File: src/rtl/stream_mux_pkg.sv
// Shared definitions for the stream_mux slice: selection-mode encodings.
package stream_mux_pkg;

  localparam logic MODE_FIXED = 1'b0;
  localparam logic MODE_RR    = 1'b1;

endpackage

File: src/rtl/rr_arbiter.sv
// Round-robin arbiter: grants the first requester after ptr, wrapping around.
// Purely combinational; scanning offsets 1..CHANNELS from ptr is the
// rotate / priority-encode / rotate-back structure written as one loop.
module rr_arbiter #(
  parameter int CHANNELS = 4,
  parameter int SELW     = $clog2(CHANNELS)
) (
  input  logic [CHANNELS-1:0] req,
  input  logic [SELW-1:0]     ptr,
  output logic [CHANNELS-1:0] grant,
  output logic [SELW-1:0]     idx,
  output logic                anyGrant
);

  int unsigned     cand;
  logic [SELW-1:0] candIdx;

  // Scan from the channel after ptr; first requester wins.
  always_comb begin
    grant    = '0;
    idx      = '0;
    anyGrant = 1'b0;
    cand     = 0;
    candIdx  = '0;
    for (int unsigned off = 1; off <= CHANNELS; off++) begin
      cand    = (32'(ptr) + off) % CHANNELS;
      candIdx = SELW'(cand);
      if (!anyGrant && req[candIdx]) begin
        grant[candIdx] = 1'b1;
        idx            = candIdx;
        anyGrant       = 1'b1;
      end
    end
  end

endmodule

File: src/rtl/stream_mux.sv
// N-channel valid/ready stream multiplexer with a registered output stage.
// Fixed mode picks channel sel; round-robin mode uses a fair arbiter.
module stream_mux
  import stream_mux_pkg::*;
#(
  parameter int WIDTH    = 8,
  parameter int CHANNELS = 4,
  parameter int SELW     = $clog2(CHANNELS)
) (
  input  logic                      clk,
  input  logic                      rst,
  input  logic [CHANNELS*WIDTH-1:0] dIn,
  input  logic [CHANNELS-1:0]       valIn,
  output logic [CHANNELS-1:0]       rdyIn,
  input  logic                      mode,
  input  logic [SELW-1:0]           sel,
  output logic [WIDTH-1:0]          dOut,
  output logic                      valOut,
  input  logic                      rdyOut,
  output logic [SELW-1:0]           chanOut
);

  logic [SELW-1:0]     ptr;
  logic                load;

  logic [CHANNELS-1:0] fixGrant;
  logic                fixValid;

  logic [CHANNELS-1:0] rrGrant;
  logic [SELW-1:0]     rrIdx;
  logic                rrValid;

  logic [CHANNELS-1:0] grantVec;
  logic [SELW-1:0]     grantIdx;
  logic                grantValid;
  logic [WIDTH-1:0]    selData;

  rr_arbiter #(
    .CHANNELS (CHANNELS),
    .SELW     (SELW)
  ) uArb (
    .req      (valIn),
    .ptr      (ptr),
    .grant    (rrGrant),
    .idx      (rrIdx),
    .anyGrant (rrValid)
  );

  // Fixed-mode decode: only channel sel is considered; out-of-range sel matches nothing.
  always_comb begin
    fixGrant = '0;
    for (int unsigned i = 0; i < CHANNELS; i++) begin
      fixGrant[i] = (sel == SELW'(i)) && valIn[i];
    end
    fixValid = |fixGrant;
  end

  // Mode mux, load enable, handshake and data select.
  always_comb begin
    load = !valOut || rdyOut;
    if (mode == MODE_RR) begin
      grantVec   = rrGrant;
      grantIdx   = rrIdx;
      grantValid = rrValid;
    end else begin
      grantVec   = fixGrant;
      grantIdx   = sel;
      grantValid = fixValid;
    end
    rdyIn = (load && grantValid && !rst) ? grantVec : '0;
    selData = '0;
    for (int unsigned i = 0; i < CHANNELS; i++) begin
      if (grantVec[i]) selData = dIn[i*WIDTH +: WIDTH];
    end
  end

  // Output register and round-robin pointer.
  always_ff @(posedge clk) begin
    if (rst) begin
      dOut    <= '0;
      valOut  <= 1'b0;
      chanOut <= '0;
      ptr     <= SELW'(CHANNELS - 1);
    end else if (load) begin
      if (grantValid) begin
        dOut    <= selData;
        chanOut <= grantIdx;
        valOut  <= 1'b1;
        if (mode == MODE_RR) ptr <= grantIdx;
      end else begin
        valOut <= 1'b0;
      end
    end
  end

endmodule

File: config.mk
export PLATFORM = sky130hd
export DESIGN_NAME = stream_mux
export DESIGN_NICKNAME = d
export VERILOG_FILES = /design/src/rtl/stream_mux_pkg.sv /design/src/rtl/rr_arbiter.sv /design/src/rtl/stream_mux.sv
export SDC_FILE = /design/constraint.sdc
export NUM_CORES = 1
export LEC_CHECK = 0
export BUFFER_PORTS_ARGS = -buffer_cell sky130_fd_sc_hd__buf_2
export CAP_MARGIN = 5
export CORE_MARGIN = 5
export CORE_UTILIZATION = 35
export CTS_CLUSTER_DIAMETER = 60
export CTS_CLUSTER_SIZE = 20
export DETAILED_ROUTE_END_ITERATION = 10
export PLACE_DENSITY = 0.72
export SLEW_MARGIN = 20
export SYNTH_ARGS = -nofsm -noshare
export SYNTH_HDL_FRONTEND = slang
export SYNTH_HIERARCHICAL = 1
export SYNTH_SLANG_ARGS = --single-unit
File: constraint.sdc
create_clock -name clk -period 6.65 [get_ports clk]
set_input_delay 0.665 -clock clk [delete_from_list [all_inputs] [get_ports clk]]
set_output_delay 0.665 -clock clk [all_outputs]
set_load 0.01 [all_outputs]
# --- After elaboration in Yosys (flattened, before gate mapping) ---
# Cells that the tools add are included.
word_totals:
  out_inout_bits: 15
  in_bits: 42
  wordCells: 82
  reg_bits: 13
op_classes:
  n_mux: 37
  n_bitwise: 3
  add_sub_neg: 4
  n_reduce_logical: 23
  magnitude_cmp: 8
  eq_ne: 3
ops:
  columns: ["operator", "n"]
  rows:
  - ["$mux 8", 4]
  - ["$mux 4", 6]
  - ["$mux 1", 14]
  - ["$logic_and 1x1->1", 13]
  - ["$lt 2x3->1 const B", 4]
  - ["$or 4x4->4", 3]
  - ["$mux 2", 5]
  - ["$bmux 1 s2", 4]
  - ["$demux 1 s2", 4]
  - ["$ge 2x1->1 const B", 4]
  - ["$logic_not 1->1", 5]
  - ["$add 2x1->2 const B", 2]
  - ["$add 2x2->2 const B", 2]
  - ["$eq 2x2->1 const B", 2]
  - ["$reduce_or 4->1", 1]
  - ["$reduce_and 3->1", 1]
  - ["$eq 2x1->1 const B", 1]
  - ["$logic_not 2->1", 1]
  - ["$reduce_and 2->1", 1]
  - ["$logic_or 1x1->1", 1]

# --- Longest topological paths before layout ---
depth:
  depth_word: 18
  depth_mapped: 14
  mapped_depth_nobuf: 11

# --- By module ---
# The synthesis kept the hierarchy.
by_module_without_submodules:
  columns: ["mod", "cells_per_inst", "seq_area_each_um2", "area_each_um2", "instances"]
  rows:
  - ["stream_mux", 107, 260.2, 912.1, 1]
  - ["rr_arbiter", 86, 0.0, 629.4, 1]

# --- Least setup slack after synthesis ---
# OpenSTA, ideal clock, no wires.
synth_path:
  path_kind: "reg2out"
  start: "reg ptr[0]"
  end: "out rdyIn[2]"
  required_time_ns: 5.985
  path_buffers: 4
  arrival_time_ns: 2.772
  slack_ns: 3.213
  path_stages_with_launch: 13
  path_cell_list: "dfxtp_1 buf_6 buf_2 inv_1 ha_1 clkbuf_1 inv_1 a31oi_1 o31ai_1 or3_1 a21oi_4 buf_4 nor3b_1"
synth_between:
  word_cells_on_any_way: 54
  cone_classes: "add/sub (4); order compare (8); mux (27); bitwise (3); reduce/logical (12)"
synth_rtl:
  columns: ["item", "line_no", "source"]
  rows:
  - ["start: declaration", "stream_mux.sv:23", "logic [SELW-1:0] ptr;"]
  - ["start signal: assignment", "stream_mux.sv:83", "ptr <= SELW'(CHANNELS - 1);"]
  - ["start signal: assignment", "stream_mux.sv:89", "if (mode == MODE_RR) ptr <= grantIdx;"]
  - ["branches (longest 12 deep; another with $lt 2x3->1)", null, null]
  - ["$mux 4 *", "rr_arbiter.sv:28", "if (!anyGrant && req[candIdx]) begin"]
  - ["net rrGrant[2]", "stream_mux.sv:29", "logic [CHANNELS-1:0] rrGrant;"]
  - ["$mux 4 *", "stream_mux.sv:61", "if (mode == MODE_RR) begin"]
  - ["$mux 4 *", "stream_mux.sv:70", "rdyIn = (load && grantValid && !rst) ? grantVec : '0;"]
  - ["end: declaration", "stream_mux.sv:14", "output logic [CHANNELS-1:0] rdyIn,"]
# Mark *: on every way through the listed nets, which the timed path passes. The select of a mux whose other input is x is not followed.

# --- Final worst setup path ---
layout_path:
  start: "reg ptr[0]"
  end: "out rdyIn[3]"
# Same word-level chain as after synthesis.

==> out/metrics.cfg <==
[outcome]
status=finished clean

[hold_path]
holdPathStages=2
hp-class=flop to flop

[die]
core_sq_mm=0.00432
start_util=0.356
die_x_um=76.4
ios=57
core.rowCount=24
fp.dieH_um=76.4
dieArea_sq_mm=0.00583

[sta]
min_period_ns=4.29
worstMarginPinSlew_ns=1.00
fin_ws_ns=2.36
max_freq_mhz=233
setup_viol=0
fin_skew_ns=0.00168
slew_headroom=0.332
maxSlewViolCount=0
min_period_over_period=0.645
tns_ns=0
grt_setup_unrepaired=no
hold_viol=0

[finish]
synthToLayoutAreaGrowth_pct=19.8
fillers=437
final_common_cell=buf_2
nets=290
stdcell_count=291
final_cell_mix=buf_2, nand2_1, nor2_1
seq_area_sq_um=260
multi_input_area_sq_mm=0.00116
antennaDiodeCount=0
drive_gt1_frac=0.335

[clock_tree]
hold_buffers=0
root_buffer=clkbuf_8
ctsHtreeMaxLevel=1
clock-sinks=13
clk_pin_slew_ns=0.06
clk_path_buf_depth=2
insertion_delay_ns=0.24
ctsResizeCount=0
post_cts_buffers=0
cts_tree=done
cts_made_buffers=3

[yosys]
yosysTopAreaCell=dfxtp_1
synth_area_sq_mm=0.00154
ys.flop_type=dfxtp_1
synthTopCellsByArea=dfxtp_1, ha_1, nand2_1
ys_seq_elements=13
synth_edf_count=0
syn_area_per_cell_sq_um=7.99
synth_top_area_share=0.169
ys_seq_area_frac=0.169
synth_cells=193
yosys_warnings=6
ys_types=43
synthArstFlopShare=0
syn-num-nets=243

[routing]
drc=0
num_vias=1679
post_drt_wl_per_cell_um=15.1
dr.pass1.iters=4
viasPerCell=5.77
drt_iter0_markers=152
routed_wl_um=4400
ant_nets=0

[power]
power_leakage_nw=0.838
max-vdd-ir-drop_mv=0.113
power-per-cell-area_mw_per_mm2=194

[worst_setup_path]
critical_path.max_fanout=21
path_delay_family=compound AO/OA/AOI/OAI gates
critPathCaptureType=output port
crit_required_ns=5.98
critPathKind=flop to output port
timing.critical_path.buf_inv=3
crit_arrival_ns=3.63
crit_top_cell=inv_1
critical_path_cell_count=9
ff2ff_path_depth=10
start_kind=flop
critPathMaxStageDelay_ns=0.82
crit_chain=inv_1 > ha_1 > inv_1 > a31oi_1 > o31ai_1 > a2111o_1 > a21oi_1 > nor3b_1 > buf_2
cp_slowest_cell=dfxtp_1

[global_routing]
antenna_found_initial=0
grtUsageTotal=0.149
grt_pass1_vias=1627
grt_pass1_wl_um=7580
grt_max_degree=25
grt-ovfl-total=0

[place]
dp.cells=287
pre_cts_slack_ns=2.66
place_congestion=0.899
dp_hpwl_um=3360
io_buffers=56

[run]
drv_cap=0

[worst register-to-register path, cell delays in order (launching register included)]
cell and delay (ns):
dfxtp_1 0.82, inv_1 0.22, ha_1 0.54, inv_1 0.20
a31oi_1 0.35, o31ai_1 0.11, a2111o_1 0.38, a21oi_1 0.51
o21ai_0 0.20, a31o_2 0.27, a311oi_2 0.21
[metrics by stage]
step / hold WS, ns / total power [mW] / instance area, sq um / utilization
3_5_place_dp: 0.489 / 0.288 / 1800 / 0.417
3_3_place_gp: 0.487 / 0.286 / 1800 / 0.417
2_1_floorplan: 0.518 / 0.241 / 1540 / -
6_report: 0.493 / 0.359 / 1850 / 0.427
5_1_grt: 0.524 / 0.385 / 1850 / 0.427
4_1_cts: 0.497 / 0.359 / 1850 / 0.427
[path summary, 6_finish.rpt]
| kind | start | endpoint | slack, ns |
|---|---|---|---|
| worst max-delay path | ptr[0] | rdyIn[3] | 2.36 |
| worst min-delay path | dOut[1] | dOut[1] | 0.49 |
| worst max register to register | ptr[0] | dOut[4] | 2.75 |
| worst min register to register | dOut[1] | dOut[1] | 0.49 |
[Yosys cell counts, drive strengths merged (5+ instances only)]
cell and n:
ha 8, inv 10, a211oi 5, buf 10, nor2 15, nand3 10
dfxtp 13, a311oi 8, nand4 6, nand2 25, a31o 8, a21oi 9
a31oi 5, o21ai 10, mux2i 8
[power by group]
part	switching (mW)	leakage, nW	internal (mW)
combinational	0.106	0.707	0.0800
sequential	0.0125	0.108	0.0894
clock	0.0288	0.0228	0.0423
[flip-flops by register name, indices dropped and copies added, names as in the netlist]
signal / count
valOut: 1
chanOut: 2
ptr: 2
dOut: 8
[cells by family after synthesis]
logic type / share of synthesized area
buffers and inverters: 0.0795
adder cells (fa/ha/maj): 0.0649
AO/OA/AOI/OAI: 0.332
multiplexers: 0.103
AND/OR/NAND/NOR: 0.252
flip-flops: 0.169
[metal layers]
metal,vias up,share of wire,GRT usage
li1,832,-,-
met1,774,0.43,0.193
met2,69,0.48,0.248
met3,4,0.083,0.0378
met4,0,0.012,0.0315
met5,-,0,0
[layout make-up]
| class | count | share of cell area |
|---|---|---|
| Sequential cell | 13 | 0.141 |
| Multi-Input combinational cell | 156 | 0.627 |
| Inverter | 10 | 0.0203 |
| Timing Repair Buffer | 56 | 0.152 |
| Tap cell | 52 | 0.0352 |
| Clock buffer | 4 | 0.0244 |
Power figures use the tool's default switching activity.
